<file path="src/rtl/coin_acceptor.sv">
`default_nettype none
// ============================================================================
//  Module   : coin_acceptor
//  Purpose  : Front end of the vending datapath. Conditions three raw
//             mechanical coin-sensor lines and issues one registered money
//             code per coin to Vending_Machine.
//             The conditioning chain is: 2-flop synchronizer, debounce,
//             registered rising-edge detect, pending latch, FIFO, and an
//             output sequencer.
//             Each coin appears on money for exactly one cycle. It is followed
//             by at least GAP_CYCLES cycles of 2'b00.
//             A new issue does not start while hold (dispense | change) is high.
//
//  Ports    : clk          system clock
//             rst          synchronous, active-high reset
//             coin_in[2:0] raw asynchronous sensor lines
//                          (bit0 -> 2'b01, bit1 -> 2'b10, bit2 -> 2'b11)
//             hold         blocks starting a new issue
//             money[1:0]   registered money code, 2'b00 = no coin
//             fifo_count   current FIFO occupancy
//             coin_reject  one-cycle pulse when a coin event is dropped
//             jam[2:0]     per-line jam flags (JAM_DETECT_EN builds only)
//
//  Options  : `define JAM_DETECT_EN enables per-line jam detection and the jam
//             port. While any line is jammed, new coin events are ignored.
//
//  Revision : 1.0  initial release
// ============================================================================
module coin_acceptor #(
    parameter int DEBOUNCE_CYCLES = 4,
    parameter int DEPTH           = 4,
    parameter int GAP_CYCLES      = 1,
    parameter int JAM_CYCLES      = 64
) (
    input  logic                     clk,
    input  logic                     rst,
    input  logic [2:0]               coin_in,
    input  logic                     hold,
    output logic [1:0]               money,
    output logic [$clog2(DEPTH):0]   fifo_count,
    output logic                     coin_reject
`ifdef JAM_DETECT_EN
    ,
    output logic [2:0]               jam
`endif
);

    // ------------------------------------------------------------------------
    // Derived widths and constants
    // ------------------------------------------------------------------------
    localparam int c_AW  = $clog2(DEPTH);
    localparam int c_CW  = c_AW + 1;
    localparam int c_DBW = $clog2(DEBOUNCE_CYCLES + 1);
    localparam int c_GW  = $clog2(GAP_CYCLES + 1);

    // The counter holds (count - 1) when a flip is due.
    // When it sits at c_DB_LAST and the line still disagrees, this edge is the
    // one on which the count reaches DEBOUNCE_CYCLES.
    localparam logic [c_DBW-1:0] c_DB_LAST   = c_DBW'(DEBOUNCE_CYCLES - 1);
    localparam logic [c_CW-1:0]  c_FULL      = c_CW'(DEPTH);
    localparam logic [c_GW-1:0]  c_GAP_LAST  = c_GW'(GAP_CYCLES - 1);
    localparam logic [c_GW-1:0]  c_GAP_FIRST = c_GW'(1);

    // Output sequencer encoding
    localparam logic [1:0] c_ST_IDLE = 2'd0;
    localparam logic [1:0] c_ST_SEND = 2'd1;
    localparam logic [1:0] c_ST_GAP  = 2'd2;

    // ------------------------------------------------------------------------
    // Two-flop synchronizer per sensor line
    // ------------------------------------------------------------------------
    logic [2:0] r_sync1;
    logic [2:0] r_sync2;

    always_ff @(posedge clk) begin
        if (rst) begin
            r_sync1 <= '0;
            r_sync2 <= '0;
        end else begin
            r_sync1 <= coin_in;
            r_sync2 <= r_sync1;
        end
    end

    // ------------------------------------------------------------------------
    // Debounce: count consecutive disagreeing cycles.
    // Any agreeing cycle restarts the count. The debounced level follows the
    // synchronized line only after DEBOUNCE_CYCLES disagreeing cycles in a row.
    // ------------------------------------------------------------------------
    logic [c_DBW-1:0] r_db_cnt [3];
    logic [2:0]       r_level;

    always_ff @(posedge clk) begin
        if (rst) begin
            r_level <= '0;
            for (int i = 0; i < 3; i++) begin
                r_db_cnt[i] <= '0;
            end
        end else begin
            for (int i = 0; i < 3; i++) begin
                if (r_sync2[i] == r_level[i]) begin
                    r_db_cnt[i] <= '0;
                end else if (r_db_cnt[i] == c_DB_LAST) begin
                    r_db_cnt[i] <= '0;
                    r_level[i]  <= r_sync2[i];
                end else begin
                    r_db_cnt[i] <= r_db_cnt[i] + 1'b1;
                end
            end
        end
    end

    // ------------------------------------------------------------------------
    // Registered rising-edge detect on the debounced levels.
    // Only 0->1 transitions are coin events.
    // ------------------------------------------------------------------------
    logic [2:0] r_level_d;
    logic [2:0] r_rise;

    always_ff @(posedge clk) begin
        if (rst) begin
            r_level_d <= '0;
            r_rise    <= '0;
        end else begin
            r_level_d <= r_level;
            r_rise    <= r_level & ~r_level_d;
        end
    end

    // ------------------------------------------------------------------------
    // Optional jam detection
    // ------------------------------------------------------------------------
    logic w_jam_any;

`ifdef JAM_DETECT_EN
    localparam int               c_JW       = $clog2(JAM_CYCLES + 1);
    localparam logic [c_JW-1:0]  c_JAM_MAX  = c_JW'(JAM_CYCLES);
    localparam logic [c_JW-1:0]  c_JAM_LAST = c_JW'(JAM_CYCLES - 1);

    logic [c_JW-1:0] r_jam_cnt [3];
    logic [2:0]      r_jam;

    // Counts cycles with the debounced level high and saturates at JAM_CYCLES.
    // The flag clears only once the line has debounced low again.
    always_ff @(posedge clk) begin
        if (rst) begin
            r_jam <= '0;
            for (int i = 0; i < 3; i++) begin
                r_jam_cnt[i] <= '0;
            end
        end else begin
            for (int i = 0; i < 3; i++) begin
                if (!r_level[i]) begin
                    r_jam_cnt[i] <= '0;
                    r_jam[i]     <= 1'b0;
                end else if (r_jam_cnt[i] != c_JAM_MAX) begin
                    r_jam_cnt[i] <= r_jam_cnt[i] + 1'b1;
                    if (r_jam_cnt[i] == c_JAM_LAST) begin
                        r_jam[i] <= 1'b1;
                    end
                end
            end
        end
    end

    assign jam       = r_jam;
    assign w_jam_any = |r_jam;
`else
    // Without jam detection, events are never blocked.
    // JAM_CYCLES is kept only so that both builds share one parameter list.
    assign w_jam_any = (JAM_CYCLES < 0);
`endif

    // ------------------------------------------------------------------------
    // Pending latch and transfer into the FIFO
    // ------------------------------------------------------------------------
    logic [2:0]      r_pending;
    logic [2:0]      w_event;
    logic [2:0]      w_sel;
    logic [2:0]      w_clr;
    logic [2:0]      w_rej;
    logic            w_wr;
    logic            w_pop;
    logic [1:0]      w_wr_code;
    logic [c_CW-1:0] r_count;
    logic            r_reject;

    assign w_event = r_rise & ~{3{w_jam_any}};

    // Lowest-index set bit, so that simultaneous coins go out in order 0,1,2
    assign w_sel = r_pending & (~r_pending + 3'd1);
    assign w_wr  = (|r_pending) && (r_count != c_FULL);
    assign w_clr = w_wr ? w_sel : 3'b000;

    // A line whose pending bit is moving into the FIFO this cycle can accept a
    // fresh event, so only a pending bit that stays occupied rejects the event.
    assign w_rej = w_event & r_pending & ~w_clr;

    always_comb begin
        w_wr_code = 2'b11;
        if (w_sel[0]) begin
            w_wr_code = 2'b01;
        end else if (w_sel[1]) begin
            w_wr_code = 2'b10;
        end
    end

    always_ff @(posedge clk) begin
        if (rst) begin
            r_pending <= '0;
            r_reject  <= 1'b0;
        end else begin
            r_pending <= (r_pending & ~w_clr) | w_event;
            r_reject  <= |w_rej;
        end
    end

    // ------------------------------------------------------------------------
    // Coin-code FIFO. Pointers wrap naturally because DEPTH is a power of 2.
    // ------------------------------------------------------------------------
    logic [1:0]      r_mem [DEPTH];
    logic [c_AW-1:0] r_wptr;
    logic [c_AW-1:0] r_rptr;

    always_ff @(posedge clk) begin
        if (rst) begin
            r_wptr  <= '0;
            r_rptr  <= '0;
            r_count <= '0;
            for (int i = 0; i < DEPTH; i++) begin
                r_mem[i] <= 2'b00;
            end
        end else begin
            if (w_wr) begin
                r_mem[r_wptr] <= w_wr_code;
                r_wptr        <= r_wptr + 1'b1;
            end
            if (w_pop) begin
                r_rptr <= r_rptr + 1'b1;
            end
            case ({w_wr, w_pop})
                2'b10:   r_count <= r_count + 1'b1;
                2'b01:   r_count <= r_count - 1'b1;
                default: r_count <= r_count;
            endcase
        end
    end

    // ------------------------------------------------------------------------
    // Output sequencer
    // The first idle cycle after SEND already drives 2'b00, so it counts as
    // the first gap cycle. GAP holds the remaining GAP_CYCLES-1 cycles.
    // This gives one coin every 1+GAP_CYCLES cycles.
    // ------------------------------------------------------------------------
    logic [1:0]      r_state;
    logic [1:0]      w_state_next;
    logic [1:0]      r_money;
    logic [1:0]      w_money_next;
    logic [c_GW-1:0] r_gap_cnt;
    logic [c_GW-1:0] w_gap_cnt_next;

    always_ff @(posedge clk) begin
        if (rst) begin
            r_state   <= c_ST_IDLE;
            r_money   <= 2'b00;
            r_gap_cnt <= '0;
        end else begin
            r_state   <= w_state_next;
            r_money   <= w_money_next;
            r_gap_cnt <= w_gap_cnt_next;
        end
    end

    always_comb begin
        w_state_next   = r_state;
        w_money_next   = 2'b00;
        w_gap_cnt_next = r_gap_cnt;
        w_pop          = 1'b0;
        case (r_state)
            c_ST_IDLE: begin
                // hold is honoured only here; a started issue always completes
                if ((r_count != '0) && !hold) begin
                    w_pop        = 1'b1;
                    w_money_next = r_mem[r_rptr];
                    w_state_next = c_ST_SEND;
                end
            end
            c_ST_SEND: begin
                w_gap_cnt_next = c_GAP_FIRST;
                w_state_next   = (GAP_CYCLES > 1) ? c_ST_GAP : c_ST_IDLE;
            end
            c_ST_GAP: begin
                if (r_gap_cnt >= c_GAP_LAST) begin
                    w_state_next = c_ST_IDLE;
                end else begin
                    w_gap_cnt_next = r_gap_cnt + 1'b1;
                end
            end
            default: begin
                w_state_next = c_ST_IDLE;
            end
        endcase
    end

    assign money       = r_money;
    assign fifo_count  = r_count;
    assign coin_reject = r_reject;

endmodule
`default_nettype wire

</file>
<file path="config.mk">
export PLATFORM = sky130hd
export DESIGN_NAME = coin_acceptor
export DESIGN_NICKNAME = d
export VERILOG_FILES = /design/src/rtl/coin_acceptor.sv
export SDC_FILE = /design/constraint.sdc
export NUM_CORES = 1
export LEC_CHECK = 0
export ABC_AREA = 1
export CAP_MARGIN = 20
export CORE_MARGIN = 1.5
export CORE_UTILIZATION = 55
export CTS_CLUSTER_SIZE = 10
export DETAILED_ROUTE_END_ITERATION = 10
export PLACE_DENSITY = 0.79
export SLEW_MARGIN = 15
export SYNTH_ARGS = -nofsm -noshare
export SYNTH_HDL_FRONTEND = slang
export SYNTH_SLANG_ARGS = --single-unit
</file>
<file path="constraint.sdc">
create_clock -name clk -period 3.21 [get_ports clk]
set_clock_uncertainty 0.15 [all_clocks]
set_input_delay 0.642 -clock clk [delete_from_list [all_inputs] [get_ports clk]]
set_output_delay 0.642 -clock clk [all_outputs]
set_load 0.1 [all_outputs]
</file>
# After elaboration in Yosys (flattened, before gate mapping)
# Memories as Yosys holds them, arrays and structs flattened. A register that Yosys moved wholly into a read port is not among the register bits.
# Index checks and enable logic that the tools add are counted.
# classes
addsub	9
n_eq_ne	14
magnitude_cmp	1
n_reduce_logical	16
n_mux	61
bitwise_logic	23
# op_table
operator	n
$mux 1	43
$mux 3	10
$add 3x1->3 const B	5
$and 3x3->3	5
$mux 2	5
$reduce_and 2->1	5
$eq 3x2->1 const B	3
$not 3->3	3
$or 1x1->1	9
$reduce_or 3->1	3
$ne 2x2->1 const B	3
$pmux 3 s2	1
$not 1->1	5
$add 2x1->2 const B	2
$eq 2x1->1 const B	2
$eq 2x2->1 const B	2
$pmux 2 s2	1
$reduce_bool 2->1	2
$eq 1x1->1	3
$ne 3x3->1 const B	1
$or 3x3->3	1
$reduce_bool 3->1	1
$sub 3x1->3 const B	1
$logic_and 1x1->1	2
6 further kinds	6
# word_totals
ramBits	17
register_bits	29
output_inout_bits	6
n_memories	2
in_bits	6
# mem_list
name	depth	width	rd	rd_clocked_by_memory_dff	wr	line	rtl
r_db_cnt	3	3	3	0	3	90	logic [c_DBW-1:0] r_db_cnt [3];
r_mem	4	2	1	1	4	221	logic [1:0] r_mem [DEPTH];

# Logic depth before layout (Yosys ltp)
# Gate-level depths: netlist of the first run.
# An unclocked memory read counts as a cell.
# depth
ltp_word	8
mapped_depth	12
depth_no_buf	12

# Worst setup path after synthesis of the first run
# OpenSTA, ideal clock, no wires.
# synth_path
kind	reg-to-reg
startpoint	register r_count[2] (netlist: fifo_count[2])
endpoint	register r_count[2] (netlist: fifo_count[2])
t_arrival_ns	2.276
path_stages_with_launch	11
period_less_slack_ns	2.495
setup_time_ns	0.070
slack_ns	0.715
path_cell_list	dfxtp_1 > nand2_2 > nand2_4 > ha_1 > inv_1 > fa_1 > nor2_1 > nor2_1 > nand2_1 > o21ai_0 > a21oi_1
# synth_between
elab_chain_cells	6
elab_cells_between_ends	12
# synth_lines
element	line	rtl
from (decl)	185	logic [c_CW-1:0] r_count;
from (signal assigned)	242	2'b10: r_count <= r_count + 1'b1;
from (signal assigned)	243	2'b01: r_count <= r_count - 1'b1;
from (signal assigned)	244	default: r_count <= r_count;
$reduce_bool 3->1	282	if ((r_count != '0) && !hold) begin
$logic_and 1x1->1	282	
$mux 1	282	
$mux 1	279	case (r_state)
$eq 2x1->1 or $eq 2x2->1 (tied branches)	241	case ({w_wr, w_pop})
$pmux 3 s2 or $reduce_bool 2->1 (tied branches)	--	
# Several ways; a longest one is shown, not always the timed one.
# A chain may end at the register's enable or synchronous reset.

# Worst setup path in the final report of the first run
# layout_path
startpoint	input hold
endpoint	register r_count[2] (netlist: fifo_count[2])
# layout_between
elab_chain_cells	6
elab_cells_between_ends	8
# layout_lines
element	line	rtl
from (decl)	38	input logic hold,
$logic_not 1->1 *	282	
$logic_and 1x1->1 *	282	
$mux 1 *	282	
$mux 1 *	279	
net w_pop	183	logic w_pop;
$eq 2x1->1 or $eq 2x2->1 (tied branches)	241	
$pmux 3 s2 or $reduce_bool 2->1 (tied branches)	--	
# The timed path passes the listed nets; every way through them passes the cells marked *.

==> run metrics, run 1 <==
status finished, final reports clean; WHS Path Cells 1; ys async rst share 0%; ANT cells 0; area taken by flip-flops and latches between 0.001 and 0.0015 mm2; cell area after synthesis 0.00189 mm2; Non-Filler Instances between 200 and 300; #FFs+latches synth 46; CP max FO 3; final hold violations 0; die height ~62 um; initial antenna violation count 0; Flop pwr share between 50% and 60%; most frequent cells in the layout 45 x nor2_1, 38 x inv_1, 29 x dfxtp_1, 17 x edfxtp_1, 16 x o21ai_0; sequential share of the synthesized area 57.7%; Data arrival, critical path 2.34 ns; combinational power share 24.6%; Cells after Synth 205; area of the multi-input gates 664 um2; Synth cell types 23; antenna viol nets, final 0; Worst setup EP type flop; first-pass GRT wire length 4490 um; Sink Count 46; pin count of the biggest net entering global routing 22; DIE AREA roughly 0.0038 mm2; GPL Wtd Cong 0.786; unrepaired setup endpoints after global routing no; die width 61.6 um; TNS Setup 0 ns; CP Class input port to flop; dpl hpwl 1930 um; VDD IR max 326 uV; routed wire length 2610 um; Post-CTS Setup Inserts 0; port bufs 11; drt drc 0; fillers 301; initial drt markers 34; # Max-Cap Violations 0; synth warn 0; Clock Path Buffers 2; drt first pass iters 4; Synth top area share between 30 and 40%; Initial Util 57.1%; DR vias approximately 1300; CTS tree done; DR WL/cell 9.46 um; Pint 835 uW; worst endpoint required time 3.36 ns; Final setup viols 0; mean post-synth cell area 9.22 um2; commonest non-fill, non-tap cell in the layout nor2_1; fmax around 460 MHz; Sw Pwr 433 uW; PwrDens 597 mW/mm2; CTS root buf clkbuf_4; grt total ovfl 0; vias per std cell about 4.7; Max Slew Vio Count 0; top_reg_cell synth dfxtp_1; Pleak roughly 0.94 nW; Layout area overhead 12.3%; Clock power frac 21.8%; cells resized by post-CTS repair 0; switch share 34.1%; worst reg-to-reg path cell count 11; std cell rows 21; worst skew pair latency 0.35 ns; Yosys top cell by area dfxtp_1; CTS Hold Bufs 0; gr usage total 16.7%; HP Class flop to flop; Period minus WS final 2.19 ns; CP Launch Type input port; vias in the first global route ~1100; Post-synth EDFFs 17; total power draw 1.27 mW; Worst-path clk slew 0.12 ns; Num CTS Buffers 5; H-Tree Depth 2; layout cells sized above 1 between 10% and 20%; post-placement cell count 268; fin crit share 68.4%; I/O pins 12; synth top area cells dfxtp_1 31%, edfxtp_1 27%, nor2_1 8.9%, inv_1 7.5%, ha_1 4.6%; nets 243; core area 0.00331 mm2
-- critical path, cell delays in order --
cell and delay [ns]:
clkdlybuf4s50_1 0.40, nor2_1 0.08, nand2_1 0.08, inv_1 0.10
ha_1 0.15, inv_1 0.07, fa_1 0.38, nor2_1 0.11
nor2_1 0.04, nand2_1 0.07, o21ai_0 0.08, a21oi_1 0.13
-- Yosys cell counts, types with 2 or more instances --
cell	n
o211ai_1	3
a21oi_1	14
o31ai_1	2
nand2_2	3
o21ai_0	16
nor2_1	45
nand3_1	4
edfxtp_1	17
inv_1	38
ha_1	7
buf_2	2
dfxtp_1	29
nand2_1	13
nor3_1	3
-- final timing paths --
kind,start,end,slack [ns]
worst max-delay path,hold,fifo_count[2],1.02
worst min-delay path,r_level_d[0],r_rise[0],0.25
worst max register to register,fifo_count[0],fifo_count[2],1.16
worst min register to register,r_level_d[0],r_rise[0],0.25
-- registers in the layout, indices dropped and copies added, names as in the netlist --
| signal | flops |
|---|---|
| r_rptr | 2 |
| r_wptr | 2 |
| r_level_d | 3 |
| money | 2 |
| r_sync1 | 3 |
| r_rise | 3 |
| coin_reject | 1 |
| r_db_cnt | 9 |
| r_mem | 8 |
| fifo_count | 3 |
| r_pending | 3 |
| r_state | 1 |
| r_sync2 | 3 |
| r_level | 3 |
-- metal layers --
layer	GRT usage [%]	routed length (um)	vias to the layer above
li1	-	-	692
met1	21.7	1280	572
met2	25.1	1190	14
met3	6.30	77	6
met4	7.29	59	0
met5	0	0	-
-- area by class of cell --
| type | count | area share, % |
|---|---|---|
| Clock buffer | 7 | 2.59 |
| Sequential cell | 46 | 51.4 |
| Tap cell | 46 | 2.71 |
| Inverter | 39 | 6.90 |
| Timing Repair Buffer | 12 | 4.83 |
| Clock inverter | 1 | 0.236 |
| Multi-Input combinational cell | 125 | 31.3 |
-- power by group through the flow --
stage                     clock network (mW)  registers [mW]  logic, mW
after floorplan                            0           0.797      0.141
after global placement                     0           0.691      0.306
after detailed placement                   0           0.692      0.312
after CTS                              0.287           0.679      0.313
after global routing                   0.311           0.686      0.350
final                                  0.277           0.679      0.312
-- metrics by stage --
stage	hold slack, ns	worst slack [ns]	cell area, um2	util [%]
floorplan	0.223	0.715	1920	-
global placement	0.227	0.726	2060	62.3
detailed placement	0.234	0.637	2060	62.3
CTS	0.257	1.01	2120	64.1
global route	0.275	0.862	2120	64.1
finish	0.252	1.02	2120	64.1
-- kinds of logic (layout without fill, tap and decap cells) --
group / Yosys count / after routing / synth area share, %
other cells: 1 / 9 / 0.198
buf+inv: 42 / 59 / 8.68
compound gates: 35 / 35 / 9.93
flops: 46 / 46 / 57.7
simple gates: 73 / 73 / 17.7
fa+ha+maj: 8 / 8 / 5.70
No activity file was read; power rests on OpenSTA's default activity.
==> run 2: changes to the inputs <==
--- a/config.mk
+++ b/config.mk
@@ -8,10 +8,10 @@
 export ABC_AREA = 1
 export CAP_MARGIN = 20
 export CORE_MARGIN = 1.5
-export CORE_UTILIZATION = 55
+export CORE_UTILIZATION = 52
 export CTS_CLUSTER_SIZE = 10
 export DETAILED_ROUTE_END_ITERATION = 10
-export PLACE_DENSITY = 0.79
+export PLACE_DENSITY = 0.78
 export SLEW_MARGIN = 15
 export SYNTH_ARGS = -nofsm -noshare
 export SYNTH_HDL_FRONTEND = slang
==> constraint.sdc (replaced) <==
create_clock -name clk -period 1.8 [get_ports clk]
set_clock_uncertainty 0.15 [all_clocks]
set_input_delay 0.36 -clock clk [delete_from_list [all_inputs] [get_ports clk]]
set_output_delay 0.36 -clock clk [all_outputs]
set_load 0.1 [all_outputs]
==> run metrics, run 2 (synthesized netlist as in run 1, its figures left out) <==
status finished, violations left; failing checks negative setup slack; DIE AREA 0.00400 mm2 (+5.5%); I/O pins 12 (unchanged); nets 254 (+4.5%); biggest registers after layout r_db_cnt: 9 flops, r_mem: 8 flops; PwrDens 1080 mW/mm2 (+81%); dpl hpwl 2150 um (+12%); CTS root buf clkbuf_4; layout cells sized above 1 20.7% (+11 points); Worst path max stage delay 0.40 ns (about the same); VDD IR max 750 uV (+130%); Buffers & Inverters on Critical Path 3 (unchanged); unrepaired setup endpoints after global routing yes; CP max FO 3 (unchanged); final hold violations 0 (unchanged); CP top delay family adder cells; Final setup viols 1 (+1); H-Tree Depth 2 (unchanged); CTS Hold Bufs 0 (unchanged); ANT cells 0 (unchanged); core area 0.00342 mm2 (+3.2%); port bufs 11 (unchanged); GPL Wtd Cong 0.815 (+3.7%); drt drc 0 (unchanged); Sink Count 46 (unchanged); worst endpoint required time 1.94 ns (-1.42 ns); CP Class flop to flop; Clock Path Buffers 2 (unchanged); Worst setup EP type flop; std cell rows 21 (unchanged); most frequent cells in the layout 42 x nor2_1, 35 x inv_1, 25 x dfxtp_1, 17 x edfxtp_1, 15 x o21ai_0; # Max-Cap Violations 0 (unchanged); Initial Util 55.3% (-1.8 points); routed wire length 3050 um (+17%); grt total ovfl 0 (unchanged); die height 63.3 um (+2.7%); worst hold slack 0.249 ns (-0.00349 ns); Top reg by flops r_db_cnt; Non-Filler Instances 287 (+4.0%); post-placement cell count 275 (+2.6%); max reg flops 9 (unchanged); Worst-path clk slew 0.14 ns (+0.02 ns); fmax 550 MHz; first-pass GRT wire length 5350 um (+19%); Period minus WS final 1.82 ns; critical-path cell list inv_2, nand2_2, nand2_2, inv_2, ha_4, inv_2, fa_2, nor2_2, nor2_1, nand2_1, o21ai_1, a21oi_1; Pleak 1.02 nW (+9.3%); fin crit share 101%; vias per std cell 4.68 (+0.66%); antenna viol nets, final 0 (unchanged); final setup margin -0.0184 ns (-1.03 ns); crit-path most repeated cell inv_2; HP Class flop to flop; Data arrival, critical path 1.96 ns (-0.38 ns); initial drt markers 38 (+12%); worst skew pair latency 0.37 ns (+0.02 ns); vias in the first global route 1284 (+18%); initial antenna violation count 0 (unchanged); drt first pass iters 4 (unchanged); die width 63.3 um (+2.7%); commonest non-fill, non-tap cell in the layout nor2_1; pin count of the biggest net entering global routing 22 (unchanged); DR vias 1344 (+4.7%); Layout area overhead 24.3%; fillers 274 (-9.0%); CTS tree done; area taken by flip-flops and latches 0.00110 mm2 (+1.1%); Slowest-stage cell, CP dfxtp_4; Num CTS Buffers 5 (unchanged); area of the multi-input gates 711 um2 (+7.0%); DR WL/cell 10.6 um (+12%); CP Launch Type flop; gr usage total 17.4% (+0.64 points); Max Slew Vio Count 0 (unchanged)
run 2: cell types whose count changed in the layout (fill, tap and decap cells not counted), sizes merged:
cell	change
buf	+11
clkbuf	-2
clkinv	+1
inv	+1
run 2: worst paths after layout:
path                 start             to  slack, ns  cells after the start
min           r_level_d[2]      r_rise[2]       0.25                      1
min reg2reg   r_level_d[2]      r_rise[2]       0.25                      1
max          fifo_count[2]  fifo_count[2]      -0.02                     12
max reg2reg  fifo_count[2]  fifo_count[2]      -0.02                     12
run 2: final cells by class:
| cell class | count | share of cell area, % |
|---|---|---|
| Sequential cell | 46 | 47.0 |
| Multi-Input combinational cell | 125 | 30.3 |
| Timing Repair Buffer | 23 | 11.6 |
| Inverter | 39 | 6.23 |
| Tap cell | 46 | 2.45 |
| Clock buffer | 5 | 1.60 |
| Clock inverter | 3 | 0.852 |
run 2: what timing repair did:
item | CTS | global route
endpoints found under the setup margin | 0 | 2
hold endpoints to repair | 0 | 0
resized for setup | 0 | 9
setup buffers | 0 | 4
run 2: stage by stage:
| stage | area, um2 | power [mW] | util [%] | TNS [ns] | setup WS, ns |
|---|---|---|---|---|---|
| global placement | 2230 | 1.97 | 65.4 | -0.458 | -0.269 |
| finish | 2350 | 2.54 | 68.8 | -0.0184 | -0.0184 |
| CTS | 2290 | 2.47 | 67.1 | 0 | 0.0427 |
| global route | 2350 | 2.68 | 68.8 | -0.111 | -0.111 |
| floorplan | 1950 | 1.72 | - | -0.0981 | -0.0788 |
| detailed placement | 2230 | 1.98 | 65.4 | -0.529 | -0.298 |
run 2: layer usage:
metal / track usage [%] / share of wire (%)
met2: 28.6 / 49
met4: 8.15 / 2.1
met3: 5.36 / 4.4
met5: 0 / 0
met1: 20.9 / 44
run 2: report_power, final:
group          internal [mW]  switching, mW  total, mW
clock network          0.154          0.338      0.492
registers               1.17         0.0677       1.23
logic                  0.321          0.494      0.815
total                   1.64          0.900       2.54
==> run 3: changes to the inputs <==
--- a/config.mk
+++ b/config.mk
@@ -8,10 +8,10 @@
 export ABC_AREA = 1
 export CAP_MARGIN = 20
 export CORE_MARGIN = 1.5
-export CORE_UTILIZATION = 52
+export CORE_UTILIZATION = 50
 export CTS_CLUSTER_SIZE = 10
 export DETAILED_ROUTE_END_ITERATION = 10
-export PLACE_DENSITY = 0.78
+export PLACE_DENSITY = 0.76
 export SLEW_MARGIN = 15
 export SYNTH_ARGS = -nofsm -noshare
 export SYNTH_HDL_FRONTEND = slang
==> run metrics, run 3 (synthesized netlist as in run 1, its figures left out) <==
status finished, final reports clean; post-placement cell count 276 (+0.36%); worst skew pair latency 0.30 ns (-0.07 ns); Max Slew Vio Count 0 (unchanged); GPL Wtd Cong 0.808 (-0.80%); pin count of the biggest net entering global routing 16 (-27%); Layout area overhead 28.3%; CP Class flop to flop; CTS root buf clkbuf_8; CP max FO 3 (unchanged); initial antenna violation count 0 (unchanged); drt drc 0 (unchanged); Core Util, Final 66.7% (-2.1 points); routed wire length 2920 um (-4.2%); Worst path max stage delay 0.36 ns (-0.04 ns); Worst-path clk slew 0.09 ns (-0.05 ns); I/O pins 12 (unchanged); PwrDens 1160 mW/mm2 (+6.9%); H-Tree Depth 2 (unchanged); std cell rows 22 (+4.8%); vias per std cell 4.57 (-2.5%); Num CTS Buffers 5 (unchanged); layout cells sized above 1 20.2% (-0.50 points); r2r endpoint fifo_count[2]; DIE AREA 0.00416 mm2 (+3.8%); first-pass GRT wire length 5160 um (-3.6%); hold endpoint r_rise[0]; DR WL/cell 10.1 um (-5.2%); Top reg by flops r_db_cnt; ANT cells 0 (unchanged); Final setup viols 0 (-1); worst endpoint required time 1.88 ns (-0.06 ns); Clock Path Buffers 2 (unchanged); CTS tree done; initial drt markers 42 (+11%); grt peak-use layer met2; gr usage total 16.1% (-1.2 points); VDD IR max 630 uV (-16%); final hold violations 0 (unchanged); met2 Track Usage GR 27.7% (-0.86 points); antenna viol nets, final 0 (unchanged); vias in the first global route 1245 (-3.0%); critical-path cell list nor2_4, nand2_4, nand2_4, ha_4, inv_2, fa_2, nor2_1, nor2_1, nand2_1, o21ai_1, a21oi_1; drt first pass iters 4 (unchanged); worst reg-to-reg path cell count 11 (-1); most frequent cells in the layout 44 x nor2_1, 35 x inv_1, 24 x dfxtp_1, 17 x edfxtp_1, 15 x o21ai_0; met1 Use GR 19.1% (-1.8 points); fillers 315 (+15%); HP Class flop to flop; area of the multi-input gates 702 um2 (-1.2%); area taken by flip-flops and latches 0.00110 mm2 (+0.11%); die height 64.5 um (+1.9%); r2r startpoint fifo_count[0]; Hold Startpoint r_level_d[0]; Period minus WS final 1.75 ns (-0.0715 ns); commonest non-fill, non-tap cell in the layout nor2_1; grt total ovfl 0 (unchanged); Initial Util 52.0% (-3.3 points); die width 64.5 um (+1.9%); # Max-Cap Violations 0 (unchanged); Sink Count 46 (unchanged); WHS Path Cells 1 (unchanged); biggest registers after layout r_db_cnt: 9 flops, r_mem: 8 flops; Pleak 1.07 nW (+4.3%); core area 0.00363 mm2 (+6.4%); Data arrival, critical path 1.83 ns (-0.13 ns); Slowest-stage cell, CP dfxtp_4; dpl hpwl 2110 um (-2.0%); Non-Filler Instances 290 (+1.0%); fmax 572 MHz (+4.1%); grt met3 use 5.21% (-0.15 points); max reg flops 9 (unchanged); fin crit share 97.1% (-4.0 points); Worst setup EP type flop; r2r setup slk 0.05 ns (+0.07 ns); nets 255 (+0.39%); port bufs 11 (unchanged); CP Launch Type flop; DR vias 1324 (-1.5%); unrepaired setup endpoints after global routing yes
run 3: cell types whose count changed in the layout (fill, tap and decap cells not counted):
| cell | before | now |
|---|---|---|
| clkinv_2 | 1 | 0 |
| a21oi_2 | 1 | 0 |
| nor2_1 | 42 | 44 |
| clkbuf_16 | 0 | 2 |
| dfxtp_2 | 1 | 2 |
| clkdlybuf4s50_1 | 5 | 4 |
| dlymetal6s2s_1 | 0 | 1 |
| clkbuf_4 | 5 | 0 |
| clkbuf_8 | 0 | 5 |
| a21oi_1 | 13 | 14 |
| inv_4 | 1 | 0 |
| nor2_2 | 2 | 0 |
| dfxtp_1 | 25 | 24 |
| buf_4 | 11 | 12 |
run 3: power by group:
group	total, mW	internal [mW]	leakage (nW)	switching, mW
Combinational	0.788	0.313	0.588	0.475
Sequential	1.23	1.17	0.415	0.0618
Clock	0.789	0.444	0.0647	0.345
run 3: how the worst max path moves through the flow:
stage	startpoint	end	slack (ns)	cells after the start
2_1_floorplan	fifo_count[1]	fifo_count[2]	-0.08	11
3_3_place_gp	hold	fifo_count[2]	-0.28	12
3_5_place_dp	hold	fifo_count[2]	-0.33	12
4_1_cts	hold	fifo_count[2]	0.008	12
5_1_grt	fifo_count[0]	fifo_count[2]	-0.05	11
6_report	fifo_count[0]	fifo_count[2]	0.05	11
run 3: routing by layer:
layer  up-vias  wire length, um
met5         -                0
met4         0               38
met3         5               99
met2        14             1430
met1       590             1350
li1        715                -
run 3: worst max-delay path: cells and delay by family, from the launching register on:
family                   cells  cell delay [ns]
buffers and inverters        1             0.04
adder cells (fa/ha/maj)      2             0.47
AO/OA/AOI/OAI                2             0.16
AND/OR/NAND/NOR              6             0.50
flip-flops                   1             0.36
run 3: final cells by class:
class                      instances  share of cell area, %
sequential                        46                   45.6
multi-input combinational        125                   29.0
timing repair buffer              24                   11.7
inverter                          39                   6.04
clock buffer                       7                   4.90
tap                               48                   2.48
clock inverter                     1                  0.361
run 3: what timing repair did:
action | CTS | global route
buffers inserted | 1 | 5
endpoints found under the setup margin | 1 | 1
pin swaps | 1 | 11
gates resized for setup | 0 | 8
hold buffers | 0 | 0
run 3: stage by stage:
stage                     hold WS, ns  instance area, um2  setup WS [ns]  setup TNS, ns  total power, mW
after global routing            0.263                2420        -0.0532        -0.0532             2.96
after CTS                       0.243                2360        0.00839              0             2.77
after global placement          0.229                2230         -0.281         -0.486             1.95
after floorplan                 0.223                1950        -0.0788        -0.0981             1.72
final                           0.242                2420         0.0530              0             2.81
after detailed placement        0.235                2230         -0.331         -0.583             1.97
